## config.mk

```make
export PLATFORM = sky130hd
export DESIGN_NAME = uart_rx_simplez_flat
export DESIGN_NICKNAME = d
export VERILOG_FILES = /design/src/rtl/uart_rx_simplez_if.sv /design/src/rtl/uart_rx_simplez.sv /design/src/flat_wrapper.sv
export SDC_FILE = /design/constraint.sdc
export NUM_CORES = 1
export LEC_CHECK = 0
export BUFFER_PORTS_ARGS = -buffer_cell sky130_fd_sc_hd__buf_2
export CAP_MARGIN = 20
export CORE_MARGIN = 8
export CORE_UTILIZATION = 40
export CTS_CLUSTER_SIZE = 12
export DETAILED_ROUTE_END_ITERATION = 8
export PLACE_DENSITY_LB_ADDON = 0.2
export SYNTH_ARGS = -nofsm -noshare
export SYNTH_HDL_FRONTEND = slang
export SYNTH_SLANG_ARGS = --single-unit
```

## constraint.sdc

```tcl
create_clock -name clk -period 2.4 [get_ports clk]
set_input_delay 0.48 -clock clk [delete_from_list [all_inputs] [get_ports clk]]
set_output_delay 0.48 -clock clk [all_outputs]
set_load 0.02 [all_outputs]
```

## src/rtl/uart_rx_simplez_if.sv

```systemverilog
// Receiver-side bundle: serial line in, decoded byte and status strobes out.
// master is the receiver itself; slave is whoever drives rx and consumes bytes.
interface uart_rx_simplez_if;
    logic       rx;
    logic [7:0] data;
    logic       rcv;
    logic       ferr;
    logic       busy;

    modport master (input rx, output data, rcv, ferr, busy);
    modport slave  (output rx, input data, rcv, ferr, busy);
endinterface

```

## src/rtl/uart_rx_simplez.sv

```systemverilog
// 8N1 UART receiver for the simplez tx line: 2-flop synchroniser, mid-bit
// sampling off a per-state baud counter, one-cycle rcv/ferr strobes.
module uart_rx_simplez #(
    parameter int DIV = 104
) (
    input  logic              clk,
    input  logic              rst,
    uart_rx_simplez_if.master bus
);
    localparam int CW = (DIV > 1) ? $clog2(DIV) : 1;
    localparam logic [CW-1:0] HALF = CW'(DIV / 2 - 1);
    localparam logic [CW-1:0] FULL = CW'(DIV - 1);

    typedef enum logic [2:0] {IDLE, START, DATA, STOP, BRK} state_e;

    state_e        state_q, state_d;
    logic [CW-1:0] cnt_q, cnt_d;
    logic [2:0]    bit_q, bit_d;
    logic [7:0]    sh_q, sh_d;
    logic [7:0]    data_q, data_d;
    logic          rcv_q, rcv_d;
    logic          ferr_q, ferr_d;
    logic [1:0]    sync_q;
    logic          rx_s;
    logic          tick;

    assign rx_s = sync_q[1];
    assign tick = (cnt_q == '0);

    always_ff @(posedge clk) begin
        if (rst) begin
            state_q <= IDLE;
            cnt_q   <= '0;
            bit_q   <= '0;
            sh_q    <= '0;
            data_q  <= '0;
            rcv_q   <= 1'b0;
            ferr_q  <= 1'b0;
            sync_q  <= 2'b11;
        end else begin
            state_q <= state_d;
            cnt_q   <= cnt_d;
            bit_q   <= bit_d;
            sh_q    <= sh_d;
            data_q  <= data_d;
            rcv_q   <= rcv_d;
            ferr_q  <= ferr_d;
            sync_q  <= {sync_q[0], bus.rx};
        end
    end

    always_comb begin
        state_d = state_q;
        cnt_d   = tick ? cnt_q : cnt_q - 1'b1;
        bit_d   = bit_q;
        sh_d    = sh_q;
        data_d  = data_q;
        rcv_d   = 1'b0;
        ferr_d  = 1'b0;
        unique case (state_q)
            IDLE: begin
                cnt_d = '0;
                if (!rx_s) begin
                    cnt_d   = HALF;
                    state_d = START;
                end
            end
            START: begin
                // Half a bit in: still low means a real start bit, else a glitch.
                if (tick) begin
                    if (rx_s) begin
                        state_d = IDLE;
                    end else begin
                        cnt_d   = FULL;
                        bit_d   = '0;
                        state_d = DATA;
                    end
                end
            end
            DATA: begin
                if (tick) begin
                    sh_d  = {rx_s, sh_q[7:1]};
                    bit_d = bit_q + 3'd1;
                    cnt_d = FULL;
                    if (bit_q == 3'd7) state_d = STOP;
                end
            end
            STOP: begin
                if (tick) begin
                    cnt_d = '0;
                    if (rx_s) begin
                        data_d  = sh_q;
                        rcv_d   = 1'b1;
                        state_d = IDLE;
                    end else begin
                        ferr_d  = 1'b1;
                        state_d = BRK;
                    end
                end
            end
            BRK: begin
                // Hold off until the line idles so a break is not a start bit.
                cnt_d = '0;
                if (rx_s) state_d = IDLE;
            end
            default: begin
                cnt_d   = '0;
                state_d = IDLE;
            end
        endcase
    end

    assign bus.data = data_q;
    assign bus.rcv  = rcv_q;
    assign bus.ferr = ferr_q;
    assign bus.busy = (state_q != IDLE);
endmodule

```

## src/flat_wrapper.sv

```systemverilog
// flat-port wrapper written by rule: the top's interface ports become plain ports
module uart_rx_simplez_flat 
#(
    parameter int DIV = 104
)
  (clk, rst, bus_rx, bus_data, bus_rcv, bus_ferr, bus_busy);
  uart_rx_simplez_if bus_i ();
  input  logic clk;
  input  logic rst;
  input wire logic [$bits(bus_i.rx)-1:0] bus_rx;
  output wire logic [$bits(bus_i.data)-1:0] bus_data;
  output wire logic [$bits(bus_i.rcv)-1:0] bus_rcv;
  output wire logic [$bits(bus_i.ferr)-1:0] bus_ferr;
  output wire logic [$bits(bus_i.busy)-1:0] bus_busy;
  assign bus_i.rx = bus_rx;
  assign bus_data = bus_i.data;
  assign bus_rcv = bus_i.rcv;
  assign bus_ferr = bus_i.ferr;
  assign bus_busy = bus_i.busy;
  uart_rx_simplez #(.DIV(DIV)) u_core (.clk(clk), .rst(rst), .bus(bus_i));
endmodule
```

==> impl_metrics.yaml <==
timing:
  report.final.slew_viol_count: 0
  hold-worst-slack_ns: 0.375
  clock-skew-final_ns: 0.00778
  finalCriticalPeriod_ns: 2.08
  fin_tns_setup_ns: 0
  report.final.setup_viol: 0
  grt_setup_unrepaired: "false"
  fmaxAchievable_mhz: 480
  max_slew.worst_pin.slew_ns: 0.502
  max-slew-margin-rel: 0.664
  hold_viol: 0
  finalCritPeriodShare: 0.868
run_status:
  outcome: "complete, no violations"
route:
  mean_number_of_vias_per_cell: 5.41
  antenna_violation_net_count_after_detailed_routing: 0
  route.final.wire_length_um: 3210
  vias: 1228
  detail_route.wl_per_cell_um: 14.2
  drt_iter0_drc: 200
  detail_route.drc_violations: 0
  firstDrtPassIters: 4
yosys:
  synthCells: 167
  postSynth.asyncResetShare: 0
  synth-main-ff-cell: "dfxtp_1"
  syn-num-nets: 176
  yosysTopAreaCell: "dfxtp_1"
  synth-seq-area-share: 0.443
  synth_enable_flop_cells: 0
  synth_top_cells_by_count: "dfxtp_1 (33), nand2_1 (22), nor2_1 (21)"
  yosys.area.top_type_share: 0.443
  post-synth-top-count-cell: "dfxtp_1"
  synth.yosys.warnings: 0
  syn_area_per_cell_um2: 8.92
  netlist_area_um2: 1490
  synth_top_cells_by_area: "dfxtp_1 (44%), mux2i_1 (6.7%), nand2_1 (5.5%), nor2_1 (5.3%), ha_1 (5.0%)"
  yosys_register_bits: 33
  synth_cell_types: 43
global_route:
  grtUsageMet1: 0.139
  track_usage: 0.113
  grt_antenna_before_repair: 0
  grt_most_used_layer: "met2"
  grt-ovfl-total: 0
  gr_util_met3: 0.0385
  pin_count_of_the_biggest_net_entering_global_routing: 27
  first_global_vias: 1210
  groute.layer.met2.usage: 0.174
  global_route_wire_length_before_repair_um: 5590
cts:
  tritoncts.num_buffers: 5
  post_cts_resized: 0
  htree_levels: 2
  post-cts-setup-buffers: 0
  clkTransAtPathRegs_ns: 0.07
  cts_tree: "built"
  clkLatencyLatePin_ns: 0.29
  cts-root-buf: "clkbuf_8"
  cts_buffer_depth: 2
  holdBufCountCts: 0
  numClockSinks: 33
layout:
  num_antenna_cells: 0
  finished_layout_cell_area_um2: 1700
  drive_above_1_share: 0.173
  final_nets: 187
  number_of_cells_in_the_finished_layout_apart_from_fillers: 227
  areaGrowthSynthToFinish_pct: 14.0
floorplan:
  io_pins: 14
  die_area_um2: 5930
  dieWidth_um: 77.0
  floorplan.core_area_um2: 3630
  rows: 22
  initial_core_util: 0.410
  floorplan.die.height_um: 77.0
power_and_ir_drop:
  netSwitchingFraction: 0.237
  power.share.combinational: 0.097
  seq_power_share: 0.463
  power.clock.fraction: 0.440
  switchingPower_mw: 0.292
  peakVddDrop_mv: 0.405
  leakagePower_nw: 0.740
  power.internal_mw: 0.940
  power.density_cell_area_nw_per_um2: 725
worst_setup_path:
  critical_path.cell_chain: "or4_4 -> nor2_4 -> inv_2 -> ha_1 -> mux2_2 -> nor2_1 -> a31oi_1 -> o22ai_1"
  worstPathMaxFanout: 6
  timing.critical_path.from_type: "flip-flop"
  cp.required_ns: 2.61
  critical-path-top-delay-family: "simple AND/OR/NAND/NOR gates"
  worstPathArrival_ns: 2.30
  criticalPathCategory: "reg -> reg"
  wp_buf_inv: 1
  critical_path.endpoint_type: "flip-flop"
  max_stage_delay_ns: 0.59
  crit_path_top_delay_cell: "or4_4"
placed_design:
  dpl_cell_area_um2: 1580
  place.detailed.hpwl_um: 2160
  port_buffers: 13
  place.gp.congestion: 0.856
  place_inst: 219
run:
  max_cap_violations: 0
worst_hold_path:
  worst_hold_path_type: "in -> reg"
## per-layer routing
layer | routed length [um] | vias up
met5 | 0 | -
met1 | 1520 | 578
li1 | - | 613
met3 | 161 | 5
met2 | 1480 | 32
met4 | 52 | 0
## layout make-up
cell class              count  area (um^2)
well taps                  48         60.1
flip-flops and latches     33          661
clock inverters             1         30.0
repair buffers             14         72.6
inverters                   3         11.3
fillers                   362         1930
clock buffers               7         86.3
multi-input cells         121          778
## placed cells by master, fill, tap and decap left out, types with 6 or more instances in the layout
cell type | Yosys | final
dfxtp_1 | 33 | 33
a21oi_1 | 11 | 11
ha_1 | 6 | 6
nand2_1 | 22 | 22
clkbuf_8 | 0 | 6
nor2_1 | 21 | 21
buf_2 | 2 | 13
mux2i_1 | 10 | 10
## cells by family after synthesis
kind of cell    after synthesis  synth area share
mux                          11            0.0747
simple gates                 71             0.248
buf+inv                      13            0.0344
compound gates               31             0.138
fa+ha+maj                     6            0.0504
xor+xnor                      2            0.0118
flops                        33             0.443
## flip-flops by register name, summed over array words and instances, names as in the netlist
name	count
u_core.bus.rcv	1
u_core.state_q	3
u_core.sync_q	2
u_core.cnt_q	7
u_core.sh_q	8
u_core.bus.data	8
u_core.bus.ferr	1
u_core.bit_q	3
## path summary, 6_finish.rpt
kind / startpoint / endpoint / slack (ns) / cells past startpoint
worst max-delay path: u_core.cnt_q[2]$_SDFF_PP0_ / u_core.cnt_q[0]$_SDFF_PP0_ / 0.32 / 8
worst min-delay path: bus_rx / u_core.sync_q[0]$_SDFF_PP1_ / 0.37 / 2
worst max register to register: u_core.cnt_q[2]$_SDFF_PP0_ / u_core.cnt_q[0]$_SDFF_PP0_ / 0.32 / 8
worst min register to register: u_core.sync_q[0]$_SDFF_PP1_ / u_core.sync_q[1]$_SDFF_PP1_ / 0.41 / 1
## power by group through the flow
stage	logic, mW	clock network [mW]	registers (mW)
global placement	0.115	0	0.582
detailed placement	0.118	0	0.582
finish	0.119	0.542	0.570
CTS	0.118	0.557	0.569
global route	0.132	0.584	0.571
floorplan	0.0986	0	0.574
## per-stage QoR
stage	utilization	power [mW]	worst slack [ns]
2_1_floorplan	-	0.673	0.558
3_3_place_gp	0.436	0.696	0.496
3_5_place_dp	0.436	0.700	0.360
4_1_cts	0.468	1.24	0.363
5_1_grt	0.468	1.29	0.241
6_report	0.468	1.23	0.316
Power figures use the tool's default switching activity.
